File: src/rtl/alu_sequencer_if.sv
// Host/Alu-facing bundle of the alu_sequencer: program load, run control, Alu link and status.
// The slave modport is the sequencer's view; master is the host plus Alu side.
interface alu_sequencer_if #(
    parameter int unsigned ADDR_W   = 4,
    parameter int unsigned REPEAT_W = 8
);
    logic                prog_we;
    logic [ADDR_W-1:0]   prog_addr;
    logic [11:0]         prog_data;
    logic                start;
    logic [ADDR_W-1:0]   length;
    logic [REPEAT_W-1:0] repeat_cnt;
    logic [11:0]         alu_inst;
    logic                alu_inst_en;
    logic [7:0]          alu_result;
    logic [7:0]          result;
    logic                busy;
    logic                done;
    logic                error;

    modport master (
        output prog_we, prog_addr, prog_data, start, length, repeat_cnt, alu_result,
        input  alu_inst, alu_inst_en, result, busy, done, error
    );

    modport slave (
        input  prog_we, prog_addr, prog_data, start, length, repeat_cnt, alu_result,
        output alu_inst, alu_inst_en, result, busy, done, error
    );
endinterface

File: src/rtl/alu_sequencer.sv
// Program sequencer for the 8-bit accumulator Alu: issues RAM-held instructions back-to-back.
// ALU_SEQUENCER_STEP_EN adds a step_i input that gates instruction issue one word per pulse.
module alu_sequencer #(
    parameter int unsigned ADDR_W   = 4,
    parameter int unsigned REPEAT_W = 8
) (
    input logic clk_i,
    input logic rst_ni,
`ifdef ALU_SEQUENCER_STEP_EN
    input logic step_i,
`endif
    alu_sequencer_if.slave bus
);

    localparam int unsigned Depth   = 2 ** ADDR_W;
    localparam logic [11:0] InstClr = 12'h100;

    typedef enum logic [2:0] {StIdle, StClear, StIssue, StDrain, StDone, StErr} state_e;

    state_e              state_q, state_d;
    logic [11:0]         ram_q [Depth];
    logic [ADDR_W-1:0]   pc_q, pc_d;
    logic [ADDR_W-1:0]   len_q, len_d;
    logic [REPEAT_W-1:0] pass_q, pass_d;
    logic [11:0]         inst_q, inst_d;
    logic [7:0]          result_q, result_d;
    logic                error_q, error_d;
    logic                inst_en;
    logic                busy;
    logic                fire;
    logic [11:0]         cur_inst;
    logic                legal;

    assign cur_inst = ram_q[pc_q];
    assign legal    = (cur_inst[11:8] <= 4'h9);
    assign busy     = (state_q == StClear) || (state_q == StIssue) || (state_q == StDrain);

`ifdef ALU_SEQUENCER_STEP_EN
    assign fire = step_i;
`else
    assign fire = 1'b1;
`endif

    // Program RAM has no reset; host writes are only accepted outside a run.
    always_ff @(posedge clk_i) begin
        if (bus.prog_we && !busy) begin
            ram_q[bus.prog_addr] <= bus.prog_data;
        end
    end

    always_comb begin
        state_d  = state_q;
        pc_d     = pc_q;
        len_d    = len_q;
        pass_d   = pass_q;
        result_d = result_q;
        error_d  = error_q;
        inst_d   = inst_q;
        inst_en  = 1'b0;

        unique case (state_q)
            StIdle: begin
                if (bus.start) begin
                    len_d   = bus.length;
                    pass_d  = bus.repeat_cnt;
                    pc_d    = '0;
                    error_d = 1'b0;
                    state_d = StClear;
                end
            end
            StClear: begin
                inst_d  = InstClr;
                inst_en = 1'b1;
                state_d = StIssue;
            end
            StIssue: begin
                if (fire) begin
                    if (!legal) begin
                        state_d = StErr;
                    end else begin
                        inst_d  = cur_inst;
                        inst_en = 1'b1;
                        if (pc_q == len_q) begin
                            // Next pass keeps the accumulator; only the pc rewinds.
                            if (pass_q != '0) begin
                                pc_d   = '0;
                                pass_d = pass_q - REPEAT_W'(1);
                            end else begin
                                state_d = StDrain;
                            end
                        end else begin
                            pc_d = pc_q + ADDR_W'(1);
                        end
                    end
                end
            end
            StDrain: begin
                // Alu result lags its instruction by one cycle, so it is final here.
                result_d = bus.alu_result;
                state_d  = StDone;
            end
            StDone: begin
                state_d = StIdle;
            end
            StErr: begin
                error_d = 1'b1;
                state_d = StIdle;
            end
            default: begin
                state_d = StIdle;
            end
        endcase
    end

    always_ff @(posedge clk_i or negedge rst_ni) begin
        if (!rst_ni) begin
            state_q  <= StIdle;
            pc_q     <= '0;
            len_q    <= '0;
            pass_q   <= '0;
            inst_q   <= '0;
            result_q <= '0;
            error_q  <= 1'b0;
        end else begin
            state_q  <= state_d;
            pc_q     <= pc_d;
            len_q    <= len_d;
            pass_q   <= pass_d;
            inst_q   <= inst_d;
            result_q <= result_d;
            error_q  <= error_d;
        end
    end

    assign bus.alu_inst    = inst_d;
    assign bus.alu_inst_en = inst_en;
    assign bus.result      = result_q;
    assign bus.busy        = busy;
    assign bus.done        = (state_q == StDone);
    assign bus.error       = error_q;

endmodule

File: src/flat_wrapper.sv
// flat-port wrapper written by rule: the top's interface ports become plain ports
module alu_sequencer_flat 
#(
    parameter int unsigned ADDR_W   = 4,
    parameter int unsigned REPEAT_W = 8
)
  (clk_i, rst_ni, bus_prog_we, bus_prog_addr, bus_prog_data, bus_start, bus_length, bus_repeat_cnt, bus_alu_result, bus_alu_inst, bus_alu_inst_en, bus_result, bus_busy, bus_done, bus_error);
  alu_sequencer_if #(.ADDR_W(ADDR_W), .REPEAT_W(REPEAT_W)) bus_i ();
  input logic clk_i;
  input logic rst_ni;
  input wire logic [$bits(bus_i.prog_we)-1:0] bus_prog_we;
  input wire logic [$bits(bus_i.prog_addr)-1:0] bus_prog_addr;
  input wire logic [$bits(bus_i.prog_data)-1:0] bus_prog_data;
  input wire logic [$bits(bus_i.start)-1:0] bus_start;
  input wire logic [$bits(bus_i.length)-1:0] bus_length;
  input wire logic [$bits(bus_i.repeat_cnt)-1:0] bus_repeat_cnt;
  input wire logic [$bits(bus_i.alu_result)-1:0] bus_alu_result;
  output wire logic [$bits(bus_i.alu_inst)-1:0] bus_alu_inst;
  output wire logic [$bits(bus_i.alu_inst_en)-1:0] bus_alu_inst_en;
  output wire logic [$bits(bus_i.result)-1:0] bus_result;
  output wire logic [$bits(bus_i.busy)-1:0] bus_busy;
  output wire logic [$bits(bus_i.done)-1:0] bus_done;
  output wire logic [$bits(bus_i.error)-1:0] bus_error;
  assign bus_i.prog_we = bus_prog_we;
  assign bus_i.prog_addr = bus_prog_addr;
  assign bus_i.prog_data = bus_prog_data;
  assign bus_i.start = bus_start;
  assign bus_i.length = bus_length;
  assign bus_i.repeat_cnt = bus_repeat_cnt;
  assign bus_i.alu_result = bus_alu_result;
  assign bus_alu_inst = bus_i.alu_inst;
  assign bus_alu_inst_en = bus_i.alu_inst_en;
  assign bus_result = bus_i.result;
  assign bus_busy = bus_i.busy;
  assign bus_done = bus_i.done;
  assign bus_error = bus_i.error;
  alu_sequencer #(.ADDR_W(ADDR_W), .REPEAT_W(REPEAT_W)) u_core (.clk_i(clk_i), .rst_ni(rst_ni), .bus(bus_i));
endmodule
File: config.mk
export PLATFORM = sky130hd
export DESIGN_NAME = alu_sequencer_flat
export DESIGN_NICKNAME = d
export VERILOG_FILES = /design/src/rtl/alu_sequencer_if.sv /design/src/rtl/alu_sequencer.sv /design/src/flat_wrapper.sv
export SDC_FILE = /design/constraint.sdc
export NUM_CORES = 1
export LEC_CHECK = 0
export ABC_CLOCK_PERIOD_IN_PS = 2300
export CORE_MARGIN = 2
export CORE_UTILIZATION = 43
export DETAILED_ROUTE_END_ITERATION = 8
export SETUP_SLACK_MARGIN = 0.05
export SYNTH_ARGS = -nofsm -noshare
export SYNTH_HDL_FRONTEND = slang
export SYNTH_SLANG_ARGS = --single-unit
File: constraint.sdc
create_clock -name clk_i -period 2.3 [get_ports clk_i]
set_input_delay 0.46 -clock clk_i [delete_from_list [all_inputs] [get_ports clk_i]]
set_output_delay 0.46 -clock clk_i [all_outputs]
set_load 0.02 [all_outputs]
==> summary.md, run 1 <==
| Metric | Value |
|---|---|
| Status | `finished with violations` |
| Failing checks | `hold timing, setup timing` |
| Setup TNS | `-13,300 ps` |
| I/O Buffers | `63` |
| CP arrival | `2800 ps` |
| Final wirelength | `about 21,000 um` |
| Detailed placement HPWL | `approximately 14,000 um` |
| Via count | `5,292` |
| Initial core utilization | `~43%` |
| Overflow after GRT | `0` |
| Pre-Repair DR Iteration Count | `4` |
| Slowest-stage cell, CP | `mux4_2` |
| Cell area after synthesis | `0.00943 mm2` |
| Met1 Resource Use GR | `25.1%` |
| Final nets | `~720` |
| Yosys warning total | `0` |
| Final worst slack | `-958 ps` |
| Clock sink count | `about 230` |
| Number of synthesized flops with an enable pin | `192` |
| Number of global-route vias before repair | `5,649` |
| Design area | `0.0124 mm2` |
| Min-delay worst type | `primary input to asynchronous set/reset pin` |
| Avg Inst Size Synth | `18.1 um2` |
| Gr usage total | `18.5%` |
| Vias per inst | `between 5 and 6` |
| CTS buffer count | `25` |
| First-pass GRT wire length | `between 30,000 and 40,000 um` |
| Placed cell areas | `0.0112 mm2` |
| Post-route antenna net violation count | `0` |
| Critical path's most frequent cell | `buf_12` |
| Die area | `0.0231 mm2` |
| # H-tree levels | `1` |
| Pre-CTS WS | `-918 ps` |
| WP data required | `1840 ps` |
| Slew Limit Fails | `0` |
| Count of cell types in the netlist | `55` |
| Root Driver | `clkbuf_16` |
| Net Count, Synth | `~560` |
| Crit end category | `primary output` |
| Share of cells above drive strength 1 | `38.0%` |
| Worst Path Max Fanout | `7` |
| Synthesis-to-layout area growth | `31.7%` |
| Synthesized instance count | `521` |
| Relative max-transition margin | `47.8%` |
| Clk Latency, worst-skew pair | `around 530 ps` |
| Final period util | `142%` |
| Clock Skew | `between 7 and 8 ps` |
| Post-synthesis sequential area ratio | `71.7%` |
| Critical Path Max Stage Delay | `510 ps` |
| Placer Congestion | `0.784` |
| Hold buffer count at CTS | `0` |
| Peak supply drop | `649 uV` |
| Iter 0 DRT Violations | `between 200 and 300` |
| DRC errors left | `0` |
| Yosys reg bits | `232` |
| Max-Cap Viols | `0` |
| Clk buf depth | `3` |
| Worst Setup Start Kind | `register` |
| Fill cells | `1,632` |
| Slew at the pin with the worst max-slew slack | `784 ps` |
| Final Hold Viols | `1` |
| Asr flop ratio synth | `17.2%` |
| Pwr/cell area | `1090 mW/mm2` |
| CTS tree | `yes` |
| Core footprint | `0.0217 mm2` |
| Crit path time final | `3260 ps` |
| # IOs | `64` |
| Worst-path clk slew | `roughly 60 ps` |
| CP Class | `register to primary output` |
| Met3 Track Usage GR | `3.88%` |
| CP cell instances | `buf_12 -> buf_12 -> mux4_2 -> a22oi_2 -> nand2_2 -> o21ai_4 -> and2_4 -> buf_12 -> o21ai_4 -> buf_6` |
| Util after Layout | `57.3%` |
| # setup viols final | `30` |
| RSZ-0062 raised after global routing | `yes` |
| Die Wd | `152 um` |
| Post-DR wirelength/cell | `21.6 um` |
| Main synth FF type | `edfxtp_1` |
| Achievable Freq | `307 MHz` |
| Initial antenna violation count | `1` |
| Static Leak | `4.28 nW` |
| Die height | `152 um` |
| Pin count of the biggest net entering global routing | `34` |
| Hold slack | `-2.54 ps` |
| Met2 Usage GRT | `31.0%` |
| Top Usage Layer GRT | `met2` |
| # diodes | `0` |
| # rows | `54` |
[power by group]
part | internal, mW | switching [mW] | total, mW
combinational | 2.22 | 2.15 | 4.38
sequential | 4.93 | 0.226 | 5.15
clock | 2.46 | 1.61 | 4.07
[cells by family (layout without fill, tap and decap cells)]
group / after synthesis / count (layout) / synth area share, %
buffers and inverters: 34 / 207 / 1.98
adders and majority gates: 3 / 3 / 0.398
and+or+nand+nor: 125 / 125 / 6.33
xor gates and xnor gates: 4 / 4 / 0.371
AOI/OAI and AO/OA: 58 / 58 / 4.56
DFF: 232 / 232 / 71.7
muxes: 65 / 65 / 14.6
[metrics by stage]
stage / cells / power (mW)
2_1_floorplan: 521 / 7.64
3_3_place_gp: 909 / 9.03
3_5_place_dp: 909 / 9.11
4_1_cts: 970 / 13.6
5_1_grt: 974 / 14.2
6_report: 974 / 13.6
[Yosys cell counts (3+ instances only)]
cell type / instances / area [um2]
a21oi_1: 5 / 25.0
a22oi_1: 4 / 30.0
a31o_2: 3 / 26.3
a31oi_1: 5 / 31.3
and2_1: 3 / 18.8
buf_2: 8 / 40.0
buf_6: 4 / 45.0
clkbuf_1: 11 / 41.3
dfrtp_1: 40 / 1000
edfxtp_1: 192 / 5770
ha_1: 3 / 37.5
inv_1: 8 / 30.0
mux2_2: 8 / 90.1
mux4_2: 55 / 1240
nand2_1: 46 / 173
nand2b_1: 4 / 25.0
nand3_1: 14 / 70.1
nand4_1: 4 / 25.0
nor2_1: 29 / 109
nor2b_1: 5 / 31.3
nor3_1: 8 / 40.0
o21ai_0: 15 / 75.1
o22a_1: 4 / 35.0
xnor2_1: 4 / 35.0
[cell type report]
class | instances | area, um2 | share of cell area [%]
flip-flops and latches | 232 | 6770 | 54.5
clock buffers | 28 | 637 | 5.12
well taps | 280 | 350 | 2.82
inverters | 8 | 30.0 | 0.242
repair buffers | 154 | 1640 | 13.2
clock inverters | 17 | 209 | 1.68
multi-input cells | 255 | 2790 | 22.4
[repair_timing]
action / 4_1_cts / 5_1_grt
pin swaps: 14 / 8
resized for setup: 104 / 25
setup endpoints to repair: 69 / 52
setup buffers: 16 / 4
gates cloned: 1 / 0
[registers in the layout (all words and copies together) (netlist names)]
name	count
u_core.state_q	3
u_core.inst_q	12
u_core.ram_q	192
u_core.pass_q	8
u_core.pc_q	4
u_core.bus.result	8
u_core.len_q	4
u_core.bus.error	1
[worst max-delay path: cells and delay by family (launching register included)]
kind            cells  cell delay (ps)
mux                 1              510
compound gates      3              390
buf+inv             4              560
flops               1              440
simple gates        2              360
[layer usage]
layer  up-vias  routed length, um
li1       2401                  -
met1      2723               8970
met2       136              10600
met3        30               1140
met4         2                399
met5         -                 13
[worst paths after layout]
kind                                      start                    to  slack (ps)  depth (start not counted)
max                              u_core.pc_q[0]       bus_alu_inst[6]        -960                         10
min                                      rst_ni      u_core.pass_q[6]          -3                          1
max reg2reg                      u_core.pc_q[0]        u_core.pc_q[3]        -110                         10
min reg2reg                u_core.bus.result[0]  u_core.bus.result[0]         500                          1
max in group asynchronous                rst_ni  u_core.bus.result[3]        1660                          2
min in group clk_i                bus_length[0]       u_core.len_q[0]         460                          3
[layout by cell type, fill, tap and decap left out, drive strengths merged, types with 3 or more instances in the layout]
cell	netlist	layout
mux2	8	8
xnor2	4	4
bufinv	0	4
a31oi	5	5
a22oi	6	6
nand3	15	15
a31o	3	3
inv	8	10
clkinv	0	9
clkdlybuf4s50	0	47
nand4	4	4
nor2b	5	5
o22a	4	4
clkbuf	11	28
nand2	47	47
edfxtp	192	192
mux4	57	57
nor3	9	9
dfrtp	40	40
o21ai	17	17
nand2b	4	4
a21oi	6	6
ha	3	3
and2	3	3
buf	15	106
nor2	29	29
Power figures use the tool's default switching activity.
==> run 2: changes to the inputs <==
--- a/config.mk
+++ b/config.mk
@@ -6,9 +6,11 @@
 export NUM_CORES = 1
 export LEC_CHECK = 0
 export ABC_CLOCK_PERIOD_IN_PS = 2300
+export CAP_MARGIN = 15
 export CORE_MARGIN = 2
 export CORE_UTILIZATION = 43
 export DETAILED_ROUTE_END_ITERATION = 8
+export GPL_ROUTABILITY_DRIVEN = 0
 export SETUP_SLACK_MARGIN = 0.05
 export SYNTH_ARGS = -nofsm -noshare
 export SYNTH_HDL_FRONTEND = slang
==> results of run 2 <==
No change in the layout: final DEF, timing and power equal those of run 1.
==> run 3: changes to the inputs <==
--- a/config.mk
+++ b/config.mk
@@ -11,6 +11,7 @@
 export CORE_UTILIZATION = 43
 export DETAILED_ROUTE_END_ITERATION = 8
 export GPL_ROUTABILITY_DRIVEN = 0
+export GPL_TIMING_DRIVEN = 0
 export SETUP_SLACK_MARGIN = 0.05
 export SYNTH_ARGS = -nofsm -noshare
 export SYNTH_HDL_FRONTEND = slang
==> run 3 against run 2 <==
  * The flow finishes with violations (setup timing)
  * Hold slack gained 320 ps
  * Maximum frequency shrank 3.6%
  * Sequential power rose by 1%
  * Routed wire length up 9.0%
  * Final cell count increased by 1.0%
  * Non-clock buffer count rose by 7
  * Flip-flop and latch count unchanged
  * Global-route usage is 1.3 points higher
  * Critical path type unchanged
  * Critical endpoint is now bus_alu_inst[7]
==> summary.md, run 3 (same netlist as run 1, synthesis figures left out) <==
| Metric | Value |
|---|---|
| Largest register by flop count | `u_core.ram_q` |
| Clk buf depth | `3` |
| Detailed placement HPWL | `13,800 um` |
| Slew at the pin with the worst max-slew slack | `815 ps` |
| CTS buffer count | `26` |
| Flop pwr share | `36.9%` |
| Combinational power share | `34.1%` |
| Vias per inst | `5.62` |
| Max reg flops | `192` |
| Top Registers | `u_core.ram_q: 192 flops, u_core.inst_q: 12 flops` |
| Clk Latency, worst-skew pair | `530 ps` |
| Root Driver | `clkbuf_16` |
| Placed cell areas | `0.0108 mm2` |
| Slowest-stage cell, CP | `mux4_2` |
| First-pass GRT wire length | `34,900 um` |
| Synthesis-to-layout area growth | `34.3%` |
| # diodes | `0` |
| Number of global-route vias before repair | `5,872` |
| Slew Limit Fails | `0` |
| Top delay family on crit path | `buffers and inverters` |
| Die area | `0.0231 mm2` |
| Design area | `0.0127 mm2` |
| Max-Cap Viols | `0` |
| Static Leak | `roughly 4.3 nW` |
| Peak supply drop | `539 uV` |
| Final period util | `147%` |
| Status | `finished with violations` |
| RSZ-0062 raised after global routing | `yes` |
| Sw power | `4.30 mW` |
| DRC errors left | `0` |
| Relative max-transition margin | `45.6%` |
| Final Hold Viols | `0` |
| Worst-path clk slew | `60 ps` |
| Worst Setup Start Kind | `register` |
| # setup viols final | `38` |
| # rows | `54` |
| Post-DR wirelength/cell | `23.3 um` |
| Iter 0 DRT Violations | `426` |
| Overflow after GRT | `0` |
| Pre-Repair DR Iteration Count | `5` |
| WP data required | `1840 ps` |
| # IOs | `64` |
| CP cell instances | `buf_6 -> buf_12 -> mux4_2 -> a22oi_2 -> nand2_2 -> o21ai_4 -> buf_6 -> clkbuf_16 -> nand3_4 -> o21ai_4 -> buf_6` |
| Min-delay worst type | `primary input to asynchronous set/reset pin` |
| Gr usage total | `just under 20%` |
| Critical path's most frequent cell | `buf_6` |
| Clock power frac | `29.1%` |
| Die height | `around 150 um` |
| Final worst slack | `-1080 ps` |
| Clock Skew | `roughly 17 ps` |
| Achievable Freq | `296 MHz` |
| Failing checks | `setup timing` |
| Final nets | `727` |
| Pin count of the biggest net entering global routing | `34` |
| Final wirelength | `between 20,000 and 25,000 um` |
| Initial antenna violation count | `0` |
| CP Class | `register to primary output` |
| Final cell count without fillers | `984` |
| Pwr/cell area | `1110 mW/mm2` |
| Post-route antenna net violation count | `0` |
| Most frequent cells in the layout | `edfxtp_1 (192), mux4_2 (56), clkdlybuf4s50_1 (47), buf_6 (46), nand2_1 (40)` |
| Design Power | `14.1 mW` |
| FF+latch area | `0.00677 mm2` |
| Share of cells above drive strength 1 | `41.1%` |
| Clock sink count | `232` |
| CTS tree | `yes` |
| CP arrival | `2920 ps` |
| Commonest non-fill, non-tap cell in the layout | `edfxtp_1` |
| Sw frac | `30.5%` |
| WP buf/inv | `5` |
| Critical Path Max Stage Delay | `~540 ps` |
| Core footprint | `0.0217 mm2` |
| # H-tree levels | `1` |
| Multi-input gate area | `about 0.0030 mm2` |
| Worst Path Max Fanout | `8` |
| Crit path time final | `3380 ps` |
| Placed Cells incl. Taps | `871` |
| Crit end category | `primary output` |
| Internal Power | `9.80 mW` |
| Die Wd | `roughly 150 um` |
| Initial core utilization | `a little over two fifths` |
| Fill cells | `1,599` |
| Via count | `5,526` |
| I/O Buffers | `between 60 and 70` |
## run 3: cell count changes in the layout (fill, tap and decap cells not counted), moves of 3 or more
cell       delta
buf_12        -9
buf_4        -21
buf_6        +23
buf_8         +3
clkbuf_1      +4
clkbuf_16     +3
clkbuf_2      +4
clkinv_1      +3
clkinv_2      +4
nor2_1       -10
nor2_4       +10
nor3_2        -4
nor3_4        +4
## run 3: through the flow
step / setup TNS [ps] / hold slack [ps] / util (%) / setup WS, ps
after global routing: -22650 / 324 / 58.4 / -1150
after floorplan: -2180 / 164 / - / -218
after CTS: -19080 / 305 / 57.2 / -1070
after global placement: -157250 / 487 / 49.1 / -1370
final: -20020 / 319 / 58.4 / -1080
after detailed placement: -75500 / 330 / 49.6 / -1360
## run 3: worst paths after layout
kind                                      startpoint              endpoint  slack (ps)  cells after the start
worst max register to register        u_core.pc_q[0]      u_core.pass_q[2]        -940                     21
worst min-delay path                          rst_ni      u_core.pass_q[7]         320                      2
max in group asynchronous                     rst_ni     u_core.state_q[2]        1520                      3
worst min register to register  u_core.bus.result[4]  u_core.bus.result[4]         510                      1
min in group clk_i                     bus_length[0]       u_core.len_q[0]         480                      3
worst max-delay path                  u_core.pc_q[0]       bus_alu_inst[7]       -1080                     11
## run 3: per-layer routing
metal / share of wire [%] / wire (um) / global-route usage, % / vias to the layer above
met1: 42 / 9600 / 27.0 / 2869
met3: 5.6 / 1280 / 3.59 / 40
met2: 50 / 11500 / 32.8 / 195
li1: - / - / - / 2422
met4: 2.4 / 558 / 5.87 / 0
met5: 0 / 0 / 0 / -
## run 3: final cells by class
type,count,share of cell area [%]
Timing Repair Buffer,137,11.3
Buffer,24,2.02
Sequential cell,232,53.5
Clock buffer,28,5.36
Clock inverter,20,1.40
Multi-Input combinational cell,255,23.5
Inverter,8,0.237
Tap cell,280,2.77
## run 3: power by group through the flow
stage / sequential (mW) / combinational [mW] / clock, mW
2_1_floorplan: 5.25 / 2.39 / 0
3_3_place_gp: 5.20 / 3.59 / 0
3_5_place_dp: 5.21 / 3.68 / 0
4_1_cts: 5.19 / 4.46 / 4.18
5_1_grt: 5.25 / 5.11 / 4.35
6_report: 5.20 / 4.80 / 4.10
## run 3: repair_timing
action,in CTS,in global routing
hold buffers,1,0
pin swaps,24,16
resized for setup,156,43
setup buffers,49,25
endpoints found under the hold margin,7,0
endpoints found under the setup margin,229,68
gates cloned,3,1
